**config.mk**
```make
export PLATFORM = sky130hd
export DESIGN_NAME = mips_stim_seq
export DESIGN_NICKNAME = d
export VERILOG_FILES = /design/src/rtl/mips_stim_seq.sv
export SDC_FILE = /design/constraint.sdc
export NUM_CORES = 1
export LEC_CHECK = 0
export ABC_AREA = 1
export CORE_ASPECT_RATIO = 1.1
export CORE_MARGIN = 1
export CORE_UTILIZATION = 60
export CTS_BUF_LIST = sky130_fd_sc_hd__clkbuf_16
export DETAILED_ROUTE_END_ITERATION = 6
export PLACE_DENSITY = 0.79
export SLEW_MARGIN = 30
export SYNTH_ARGS = -nofsm -noshare
export SYNTH_HDL_FRONTEND = slang
export SYNTH_SLANG_ARGS = --single-unit
```
**constraint.sdc**
```tcl
create_clock -name clk -period 4.8 [get_ports clk]
set_input_delay 0.72 -clock clk [delete_from_list [all_inputs] [get_ports clk]]
set_output_delay 0.72 -clock clk [all_outputs]
set_load 0.005 [all_outputs]
```
**src/rtl/mips_stim_seq.sv**
```systemverilog
// Loadable instruction stimulus sequencer for the mips core: core reset, issue, drain.
// Optional watchdog on looping runs is enabled with `define MIPS_STIM_WDOG_EN.
module mips_stim_seq #(
  parameter int unsigned DATA_W       = 32,
  parameter int unsigned DEPTH        = 16,
  parameter int unsigned HOLD_W       = 4,
  parameter int unsigned RST_CYCLES   = 2,
  parameter int unsigned DRAIN_CYCLES = 5,
  parameter logic [DATA_W-1:0] NOP_WORD = 32'h0000_0000,
  parameter int unsigned CNT_W        = 16
`ifdef MIPS_STIM_WDOG_EN
  , parameter int unsigned WDOG_LIMIT = 256
`endif
) (
  input  logic                       clk,
  input  logic                       reset,
  input  logic                       load_en,
  input  logic [$clog2(DEPTH)-1:0]   load_addr,
  input  logic [DATA_W-1:0]          load_instr,
  input  logic [HOLD_W-1:0]          load_hold,
  input  logic [$clog2(DEPTH):0]     prog_len,
  input  logic                       start,
  input  logic                       loop_en,
  input  logic                       stop,
  input  logic                       regwrite_in,
  output logic                       core_reset,
  output logic [DATA_W-1:0]          instr,
  output logic                       busy,
  output logic                       done,
  output logic [$clog2(DEPTH)-1:0]   idx,
  output logic [CNT_W-1:0]           wb_count,
  output logic [CNT_W-1:0]           cycle_count
`ifdef MIPS_STIM_WDOG_EN
  , output logic                     wdog_trip
`endif
);

  localparam int unsigned IW     = $clog2(DEPTH);
  localparam int unsigned LW     = IW + 1;
  localparam int unsigned PH_MAX = (RST_CYCLES > DRAIN_CYCLES) ? RST_CYCLES : DRAIN_CYCLES;
  localparam int unsigned PW     = $clog2(PH_MAX + 1);

  typedef enum logic [2:0] {S_IDLE, S_RESET_CORE, S_ISSUE, S_DRAIN, S_DONE} state_t;

  state_t              state_q, state_d;
  logic                core_reset_q, core_reset_d;
  logic [DATA_W-1:0]   instr_q, instr_d;
  logic                busy_q, busy_d, done_q, done_d;
  logic [IW-1:0]       idx_q, idx_d, nxt;
  logic [HOLD_W-1:0]   hold_q, hold_d;
  logic [PW-1:0]       ph_q, ph_d;
  logic                loop_q, loop_d, stop_q, stop_d;
  logic [LW-1:0]       len_q, len_d;
  logic [CNT_W-1:0]    wb_q, wb_d, cyc_q, cyc_d;
  logic                run, last, stop_any, wd_hit;

  logic [DATA_W-1:0]   mem_instr [DEPTH];
  logic [HOLD_W-1:0]   mem_hold  [DEPTH];

`ifdef MIPS_STIM_WDOG_EN
  localparam int unsigned WDW = $clog2(WDOG_LIMIT + 1);
  logic [WDW-1:0] wd_q, wd_d;
  logic           trip_q, trip_d;
  assign wdog_trip = trip_q;
`endif

  always_ff @(posedge clk) begin
    if (load_en && !busy_q) begin
      mem_instr[load_addr] <= load_instr;
      mem_hold[load_addr]  <= load_hold;
    end
  end

  assign nxt  = idx_q + 1'b1;
  assign last = (LW'(idx_q) + 1'b1) >= len_q;
  assign run  = (state_q == S_ISSUE) || (state_q == S_DRAIN);

  always_comb begin
    state_d      = state_q;
    core_reset_d = core_reset_q;
    instr_d      = instr_q;
    idx_d        = idx_q;
    hold_d       = hold_q;
    ph_d         = ph_q;
    loop_d       = loop_q;
    len_d        = len_q;
    stop_d       = stop_q;
    wb_d         = wb_q;
    cyc_d        = cyc_q;
    wd_hit       = 1'b0;
`ifdef MIPS_STIM_WDOG_EN
    wd_d   = wd_q;
    trip_d = trip_q;
    if (state_q == S_ISSUE) begin
      wd_hit = loop_q && !regwrite_in && (wd_q == WDW'(WDOG_LIMIT - 1));
      if (regwrite_in)                   wd_d = '0;
      else if (wd_q != WDW'(WDOG_LIMIT)) wd_d = wd_q + 1'b1;
    end
    if (wd_hit) begin
      trip_d = 1'b1;
      stop_d = 1'b1;
    end
`endif
    if (run && regwrite_in && (wb_q != '1)) wb_d = wb_q + 1'b1;
    if (run && (cyc_q != '1))               cyc_d = cyc_q + 1'b1;
    stop_any = stop_q || stop || wd_hit;

    case (state_q)
      S_IDLE, S_DONE: begin
        if (start) begin
          wb_d   = '0;
          cyc_d  = '0;
          idx_d  = '0;
          loop_d = loop_en;
          len_d  = (prog_len > LW'(DEPTH)) ? LW'(DEPTH) : prog_len;
          stop_d = 1'b0;
`ifdef MIPS_STIM_WDOG_EN
          wd_d   = '0;
          trip_d = 1'b0;
`endif
          if (prog_len == '0) begin
            state_d      = S_DONE;
            core_reset_d = 1'b0;
            instr_d      = NOP_WORD;
          end else begin
            state_d      = S_RESET_CORE;
            core_reset_d = 1'b1;
            instr_d      = NOP_WORD;
            ph_d         = PW'(RST_CYCLES - 1);
          end
        end
      end
      S_RESET_CORE: begin
        if (stop) begin
          state_d      = S_DRAIN;
          core_reset_d = 1'b0;
          ph_d         = PW'(DRAIN_CYCLES - 1);
        end else if (ph_q == '0) begin
          state_d      = S_ISSUE;
          core_reset_d = 1'b0;
          instr_d      = mem_instr[0];
          hold_d       = mem_hold[0];
        end else begin
          ph_d = ph_q - 1'b1;
        end
      end
      S_ISSUE: begin
        if (stop) stop_d = 1'b1;
        // Entry boundary: a pending stop beats both advance and wrap.
        if (hold_q != '0) begin
          hold_d = hold_q - 1'b1;
        end else if (!stop_any && !last) begin
          idx_d   = nxt;
          instr_d = mem_instr[nxt];
          hold_d  = mem_hold[nxt];
        end else if (!stop_any && loop_q) begin
          idx_d   = '0;
          instr_d = mem_instr[0];
          hold_d  = mem_hold[0];
        end else begin
          state_d = S_DRAIN;
          instr_d = NOP_WORD;
          ph_d    = PW'(DRAIN_CYCLES - 1);
        end
      end
      S_DRAIN: begin
        if (ph_q == '0) state_d = S_DONE;
        else            ph_d    = ph_q - 1'b1;
      end
      default: state_d = S_IDLE;
    endcase

    busy_d = (state_d == S_RESET_CORE) || (state_d == S_ISSUE) || (state_d == S_DRAIN);
    done_d = (state_d == S_DONE);
  end

  always_ff @(posedge clk) begin
    if (reset) begin
      state_q      <= S_IDLE;
      core_reset_q <= 1'b1;
      instr_q      <= NOP_WORD;
      busy_q       <= 1'b0;
      done_q       <= 1'b0;
      idx_q        <= '0;
      hold_q       <= '0;
      ph_q         <= '0;
      loop_q       <= 1'b0;
      len_q        <= '0;
      stop_q       <= 1'b0;
      wb_q         <= '0;
      cyc_q        <= '0;
`ifdef MIPS_STIM_WDOG_EN
      wd_q         <= '0;
      trip_q       <= 1'b0;
`endif
    end else begin
      state_q      <= state_d;
      core_reset_q <= core_reset_d;
      instr_q      <= instr_d;
      busy_q       <= busy_d;
      done_q       <= done_d;
      idx_q        <= idx_d;
      hold_q       <= hold_d;
      ph_q         <= ph_d;
      loop_q       <= loop_d;
      len_q        <= len_d;
      stop_q       <= stop_d;
      wb_q         <= wb_d;
      cyc_q        <= cyc_d;
`ifdef MIPS_STIM_WDOG_EN
      wd_q         <= wd_d;
      trip_q       <= trip_d;
`endif
    end
  end

  assign core_reset  = core_reset_q;
  assign instr       = instr_q;
  assign busy        = busy_q;
  assign done        = done_q;
  assign idx         = idx_q;
  assign wb_count    = wb_q;
  assign cycle_count = cyc_q;

endmodule

```
# [Word level (Yosys, flattened, before mapping)]
# Memory sizes are Yosys's and may differ from the RTL's.
# Index checks and enable logic that the tools add are counted.
# W data, S select, Z words.
[totals] memories=2 ram_bits=576 out_inout_bits=71 latch_bits=0 reg_bits=88 rom_bits=0
[memory_table] name="mem_instr" words=16 width=32 read_ports=2 rd_ports_with_merged_regs=0 wr=1 line="57" rtl="logic [DATA_W-1:0] mem_instr [DEPTH];"
[memory_table] name="mem_hold" words=16 width=4 read_ports=2 rd_ports_with_merged_regs=0 wr=1 line="58" rtl="logic [HOLD_W-1:0] mem_hold [DEPTH];"
[op_classes] mux=52 eq_ne=21 div=0 n_reduce_logical=30 magnitude_cmp=2 mul=0 bitwise_logic=0 shifts=0 add_sub_neg=6
[op_table] operator="$mux W32" count=6
[op_table] operator="$mux W16" count=6
[op_table] operator="$pmux W32 S3" count=1
[op_table] operator="$mux W3" count=15
[op_table] operator="$mux W4" count=9
[op_table] operator="$add A16 B1 Y16 const B" count=2
[op_table] operator="$ne A16 B16 Y1 const B" count=2
[op_table] operator="$pmux W3 S4" count=2
[op_table] operator="$ne A2 B2 Y1 const B" count=8
[op_table] operator="$pmux W4 S2" count=2
[op_table] operator="$eq A3 B2 Y1 const B" count=4
[op_table] operator="$mux W1" count=8
[op_table] operator="$reduce_and A4 Y1" count=2
[op_table] operator="$reduce_bool A4 Y1" count=2
[op_table] operator="$eq A3 B1 Y1 const B" count=2
[op_table] operator="$eq A3 B3 Y1 const B" count=2
[op_table] operator="$logic_and A1 B1 Y1" count=6
[op_table] operator="$logic_not A3 Y1" count=2
[op_table] operator="$reduce_and A3 Y1" count=2
[op_table] operator="$reduce_and A6 Y1" count=1
[op_table] operator="$reduce_bool A2 Y1" count=3
[op_table] operator="$add A4 B1 Y5 const B" count=1
[op_table] operator="$ge A5 B5 Y1" count=1
[op_table] operator="$gt A5 B5 Y1 const B" count=1
[op_table] operator="15 further kinds" count=21

# [Longest topological paths before layout]
# Gate-level depths: netlist of run 1.
[depth] depth_word=10 mapped_depth=16 mapped_depth_nobuf=14

# [Least setup slack after synthesis of run 1]
# OpenSTA, ideal clock, no wires.
[synth_path] kind="input port to flip-flop" from="input port load_en" to="memory mem_hold[0][0], enable pin" path_slack_ns=0.815 setup_time_ns=0.474 t_arrival_ns=3.511 path_stages=4 cell_sequence="inv_1 > nor2_1 > inv_1 > nor3_1"
[synth_between] elab_chain_cells=3
[synth_lines] item="from (decl)" line="17" rtl="input logic load_en,"
[synth_lines] item="$logic_and A1 B1 Y1" line="68" rtl="if (load_en && !busy_q) begin"
[synth_lines] item="$mux W1" line="68"
[synth_lines] item="$mux W1 (not written as such)" line="70" rtl="mem_hold[load_addr] <= load_hold;"
[synth_lines] item="to (decl)" line="58"
# No other way between the ends.

# [Final worst setup path of run 1]
[layout_path] from="register idx_q[1] (netlist: idx[1])" to="register instr_q[13] (netlist: instr[13])"
[layout_between] elab_chain_cells=7 elab_cells_between_ends=9 classes_between="add/sub (2); order compare (1); mux (3); reduce/logical (2); memory (1)"
[layout_lines] item="from (decl)" line="49" rtl="logic [IW-1:0] idx_q, idx_d, nxt;"
[layout_lines] item="from (signal assigned)" line="202" rtl="idx_q <= idx_d;"
[layout_lines] item="$add A4 B1 Y5" line="75" rtl="assign last = (LW'(idx_q) + 1'b1) >= len_q;"
[layout_lines] item="$ge A5 B5 Y1" line="75"
[layout_lines] item="$logic_not A1 Y1" line="152" rtl="end else if (!stop_any && !last) begin"
[layout_lines] item="$logic_and A1 B1 Y1" line="152"
[layout_lines] item="$mux W32 (*)" line="152"
[layout_lines] item="$mux W32 (*)" line="150" rtl="if (hold_q != '0) begin"
[layout_lines] item="$pmux W32 S3 (*)" line="108" rtl="case (state_q)"
[layout_lines] item="to (signal assigned)" line="199" rtl="instr_q <= instr_d;"
[layout_lines] item="to (decl)" line="47" rtl="logic [DATA_W-1:0] instr_q, instr_d;"
# Every way passes the cells marked *; elsewhere a longest branch is shown, timed or not. The select of a mux whose other input is x is not followed.
# A chain may end at the register's enable or synchronous reset.

==> flow_metrics.tcl, run 1 <==
set metrics [dict create \
    outcome "complete, but fails checks" \
    violations "DRC" \
    first_global_vias 19592 \
    synth_compound_area_frac 0.0612 \
    die_w_um 206 \
    cts_resized 0 \
    slew_viol_final 0 \
    gp_congestion 0.915 \
    synthAdderAreaFrac 0.00500 \
    grt_max_degree 148 \
    synth_top_family_by_area "simple AND/OR/NAND/NOR gates" \
    rsz0062_at_grt "no" \
    synth_seq_cells 664 \
    grt-ovfl-total 0 \
    dieArea_um2 46800 \
    max-vdd-ir-drop_mv 0.459 \
    avgSynthCellArea_um2 10.9 \
    syn_to_final_growth_pct 14.3 \
    cp-end-kind "flop" \
    cp_max_fo 44 \
    crit_type "reg -> reg" \
    initialDrtViolationCount 2401 \
    dp_cells 3124 \
    via_count 19966 \
    grtUsageTotal 0.308 \
    clk_latency_ns 0.64 \
    hold_violations 0 \
    root_buffer "clkbuf_16" \
    first_pass_iters 7 \
    htree_levels 2 \
    cts_tree "yes" \
    yosysWarnings 0 \
    startpoint_type "flop" \
    rows 81 \
    relSlewSlack 0.367 \
    synth-xor-area-share 0.00663 \
    reg2reg_setup_slack_ns 1.40 \
    synthTopCellsByCount "nand2_1, edfxtp_1, nand3_1" \
    holdBufCountCts 0 \
    setup_viol 0 \
    nFillCells 3003 \
    dpl.hpwl_um 40200 \
    muxShareOfSynthArea 0 \
    max_freq_mhz 294 \
    clock-sinks 664 \
    layout.nets 2670 \
    yosysSeqAreaShare 0.692 \
    static-leakage-power_nw 11.1 \
    syn_area_um2 27600 \
    synthTopCellsByArea "edfxtp_1, nand2_1, nand3_1, dfxtp_1, o21ai_0" \
    synth_nets 2585 \
    yosysUniqueCellTypes 39 \
    synth_top_area_frac 0.628 \
    clk_pin_slew_ns 0.07 \
    hp-class "reg -> reg" \
    drc 31 \
    coreArea_um2 44900 \
    fin_crit_sh 0.708 \
    period_minus_slack_ns 3.40 \
    fin_skew_ns 0.0168 \
    synth_simple_gate_area_frac 0.196 \
    final_cells 3241 \
    initial_core_util 0.614 \
    crit_top_cell "nand2_1" \
    maxCapViolations 0 \
    wl_per_cell_um 21.8 \
    synth_most_common_cell "nand2_1" \
    synth_edf_count 576 \
    synth-main-ff-cell "edfxtp_1" \
    synth.largest_area_cell "edfxtp_1" \
    p_per_area_nw_per_um2 546 \
    wl_um 70800 \
    dpl_worst_slack_ns 1.25 \
    worstMarginPinSlew_ns 0.947 \
    cts_buffers 61 \
    diodes 0 \
    ant_nets 0 \
    cts_setup_buffers 0 \
    port-buffer-count 122 \
    arrival_ns 3.97 \
    antenna_found_initial 0 \
    ctsLongestPathBuffers 3 \
    die_h_um 227 \
    cpPeakStageDelay_ns 0.67 \
    drive_gt1_frac 0.0643 \
    setup_ws_ns 1.40 \
    cp_cell_sequence "ha_4 > ha_1 > nand2_1 > nor2_1 > o21ai_0 > nand2_1 > buf_4 > nor2_2 > inv_1 > buf_4 > o21ai_0 > nand2_1 > a21oi_1" \
    grt_pass1_wl_um 109000 \
    ioPinCount 123 \
    avgViaCountPerCell 6.16 \
    required_ns 5.37 \
    tns_ns 0 \
    power_mw 17.2 \
    async_flop_share 0 \
    holdWs_ns 0.472 \
    cp_slowest_cell "ha_4" \
    netlist_instances 2522 \
]
[kinds of logic (layout without fill, tap and decap cells)]
logic type                 Yosys count  after routing
and+or+nand+nor                   1258           1258
DFF                                664            664
AOI/OAI and AO/OA                  313            313
buffers and inverters              256            394
xor gates and xnor gates            20             20
adders and majority gates           11             11
[per-layer routing]
metal	up-vias	track usage	routed length (µm)
li1	9027	-	-
met1	9578	0.408	26700
met2	1202	0.503	34200
met3	159	0.0572	7580
met4	0	0.126	2260
met5	-	0	0
[path summary, 6_finish.rpt]
kind / endpoint / cells past startpoint / start
setup / recovery: instr[13] / 13 / idx[1]
hold / removal: hold_q[3] / 2 / hold_q[3]
setup reg to reg: instr[13] / 13 / idx[1]
hold reg to reg: hold_q[3] / 2 / hold_q[3]
[worst max-delay path, delay by kind of cell (launching register included)]
kind                     cells  cell delay (ns)
AO/OA/AOI/OAI                3             0.30
adder cells (fa/ha/maj)      2             1.02
AND/OR/NAND/NOR              5             0.64
flip-flops                   1             0.36
buffers and inverters        3             0.98
[through the flow]
stage / cell area (µm²) / utilization
2_1_floorplan: 27600 / -
3_3_place_gp: 29300 / 0.653
3_5_place_dp: 29600 / 0.658
4_1_cts: 31500 / 0.701
5_1_grt: 31500 / 0.702
6_report: 31500 / 0.702
[layout make-up]
class                      instances  area, µm²  area share
clock buffer                      62       1550      0.0492
clock inverter                    54        370      0.0118
inverter                         111        425      0.0135
multi-input combinational       1602       7570       0.240
sequential                       664      19100       0.605
tap                              581        727      0.0231
timing repair buffer             167       1800      0.0570
[sequential cells by signal (all words and copies together), names as in the netlist, 3 cells and up]
signal,cells
idx,4
mem_hold,64
mem_instr,512
state_q,3
wb_count,16
instr,32
cycle_count,16
ph_q,3
hold_q,4
len_q,5
[power breakdown]
group / switching, mW / total, mW / leakage [nW] / internal (mW)
logic: 4.06 / 5.86 / 4.15 / 1.80
registers: 0.154 / 6.68 / 5.91 / 6.53
clock network: 2.10 / 4.66 / 0.995 / 2.56
[cells in the final DEF (no fill, tap or decap), drive strengths merged, types with 45 or more instances in the layout]
| cell | Yosys | layout |
|---|---|---|
| nand2 | 627 | 627 |
| edfxtp | 576 | 576 |
| nand3 | 458 | 458 |
| clkbuf | 63 | 62 |
| o21ai | 142 | 142 |
| clkdlybuf4s50 | 0 | 122 |
| nor2 | 142 | 142 |
| inv | 109 | 129 |
| dfxtp | 88 | 88 |
| buf | 82 | 45 |
| a21oi | 129 | 129 |
Power figures use the tool's default switching activity.
==> inputs of run 2 (changes only) <==
CORE_UTILIZATION = 55   (was 60)
PLACE_DENSITY = 0.76   (was 0.79)
clock period = 2.8 ns   (was 4.8 ns; I/O delays follow)
==> run 2 against run 1 <==
The run now ends clean. Global-route usage down 2.2 points. Clock-buffer cell count is 1 lower. Clock skew decreased by 0.0013 ns. Largest cell class unchanged. Core utilization decreased by 5.9 points. Wire length grew 3.2%. Sequential share of layout area down 0.24 points. Total power increased by 69%.
==> flow_metrics.tcl, run 2 (synthesis gave the netlist of run 1 again) <==
set metrics [dict create \
    fin_crit_sh 0.921 \
    critPathLaunch "idx[1]" \
    p_seq_frac 0.393 \
    period_minus_slack_ns 2.58 \
    max-vdd-ir-drop_mv 1.24 \
    max_freq_mhz 388 \
    dr_wl_met2_um 34400 \
    initialDrtViolationCount 2679 \
    coreArea_um2 49200 \
    ioPinCount 123 \
    grt-ovfl-total 0 \
    routed.top_layer "met5" \
    cts_resized 0 \
    drc 0 \
    wl_met3_um 7940 \
    antenna_found_initial 5 \
    tns_ns 0 \
    clock-sinks 664 \
    endpoint "instr[28]" \
    multi_input_area_um2 7570 \
    largest_reg_flops 512 \
    initial_core_util 0.560 \
    top_register "mem_instr" \
    arrival_ns 3.11 \
    static-leakage-power_nw 11.1 \
    rows 85 \
    port-buffer-count 122 \
    htree_levels 2 \
    required_ns 3.33 \
    cts_buffers 60 \
    slew_viol_final 0 \
    worstMarginPinSlew_ns 0.947 \
    r2r_start "idx[1]" \
    maxCapViolations 0 \
    crit_type "reg -> reg" \
    drive_gt1_frac 0.0661 \
    combPwrFrac 0.345 \
    hp-class "in -> reg" \
    cp_max_fo 38 \
    r2r_end "instr[28]" \
    layout_commonest_cell "nand2_1" \
    ant_nets 0 \
    relSlewSlack 0.369 \
    wl_met1_um 27800 \
    syn_to_final_growth_pct 14.8 \
    setup_viol 0 \
    dpl.hpwl_um 36500 \
    fin_skew_ns 0.0156 \
    p_int_mw 18.5 \
    holdBufCountCts 0 \
    gp_congestion 0.940 \
    reg2reg_setup_slack_ns 0.22 \
    startpoint_type "flop" \
    hold_violations 0 \
    die_h_um 237 \
    grt_max_degree 168 \
    dieArea_um2 51000 \
    clk_pin_slew_ns 0.06 \
    clk_latency_ns 0.62 \
    reg2reg_depth 10 \
    cts_setup_buffers 0 \
    rsz0062_at_grt "no" \
    grtUsageTotal 0.286 \
    grt_pass1_wl_um 111000 \
    holdWs_ns 0.399 \
    first_pass_iters 6 \
    nFillCells 3587 \
    wl_um 73000 \
    via_count 20081 \
    die_w_um 215 \
    regArea_um2 19100 \
    layout.nets 2674 \
    ctsLongestPathBuffers 3 \
    outcome "finished clean" \
    cp-end-kind "flop" \
    wl_per_cell_um 22.0 \
    final_cell_mix "nand2_1, edfxtp_1, nand3_1, o21ai_0, nor2_1" \
    root_buffer "clkbuf_16" \
    p_per_area_nw_per_um2 921 \
    first_global_vias 19448 \
    cts_tree "yes" \
    switching_share 0.365 \
    p_clk_frac 0.262 \
    p_sw_mw 10.6 \
    avgViaCountPerCell 6.06 \
]
==> run 2: changes by cell type in the layout (fill, tap and decap cells not counted), moves of 3 or more <==
cell	delta
clkinv_1	-6
clkinvlp_4	-4
clkinv_2	+7
buf_6	-3
buf_16	-7
buf_4	-6
buf_12	+22
==> run 2: final cells by class <==
class,count,area share
multi-input combinational,1602,0.239
tap,652,0.0258
sequential,664,0.603
inverter,111,0.0135
timing repair buffer,172,0.0617
clock buffer,61,0.0483
antenna,2,0.000158
clock inverter,51,0.00858
==> run 2: worst max-delay path: stages, from the launching register on <==
cell,delay [ns]
dfxtp_1,0.41
nand3_1,0.20
xor2_4,0.18
buf_4,0.65
inv_2,0.29
buf_12,0.27
nand3_1,0.10
nand2_1,0.06
nand2_1,0.07
nand2_1,0.05
a21oi_1,0.17
==> run 2: per-layer routing <==
metal | vias to the layer above | GRT usage
li1 | 9035 | -
met1 | 9621 | 0.383
met2 | 1202 | 0.455
met3 | 217 | 0.0543
met4 | 6 | 0.132
met5 | - | 0
==> run 2: worst min-delay path by stage <==
stage,to,from,cells past startpoint,slack [ns]
2_1_floorplan,ph_q[1],ph_q[1],2,0.44
3_5_place_dp,ph_q[1],ph_q[1],2,0.46
3_3_place_gp,hold_q[3],hold_q[3],2,0.46
5_1_grt,loop_q,loop_en,3,0.44
6_report,loop_q,loop_en,3,0.40
4_1_cts,loop_q,loop_en,3,0.36
==> run 2: power by group through the flow <==
stage                     Sequential (mW)  Combinational, mW  Clock (mW)
after floorplan                      11.6               6.80           0
after global placement               11.6               9.51           0
after detailed placement             11.7               9.83           0
after CTS                            11.5               9.93        7.69
after global routing                 11.5               11.0        8.09
final                                11.5               10.1        7.62
==> run 2: metrics by stage <==
step / total power, mW / cell area [µm²] / worst slack, ns / instances / util
floorplan: 18.4 / 27600 / -0.885 / 2522 / -
global route: 30.6 / 31600 / 0.0358 / 3315 / 0.642
global placement: 21.2 / 29800 / 0.371 / 3201 / 0.606
detailed placement: 21.5 / 29800 / 0.335 / 3201 / 0.606
finish: 29.1 / 31600 / 0.221 / 3315 / 0.642
CTS: 29.1 / 31600 / 0.307 / 3313 / 0.642
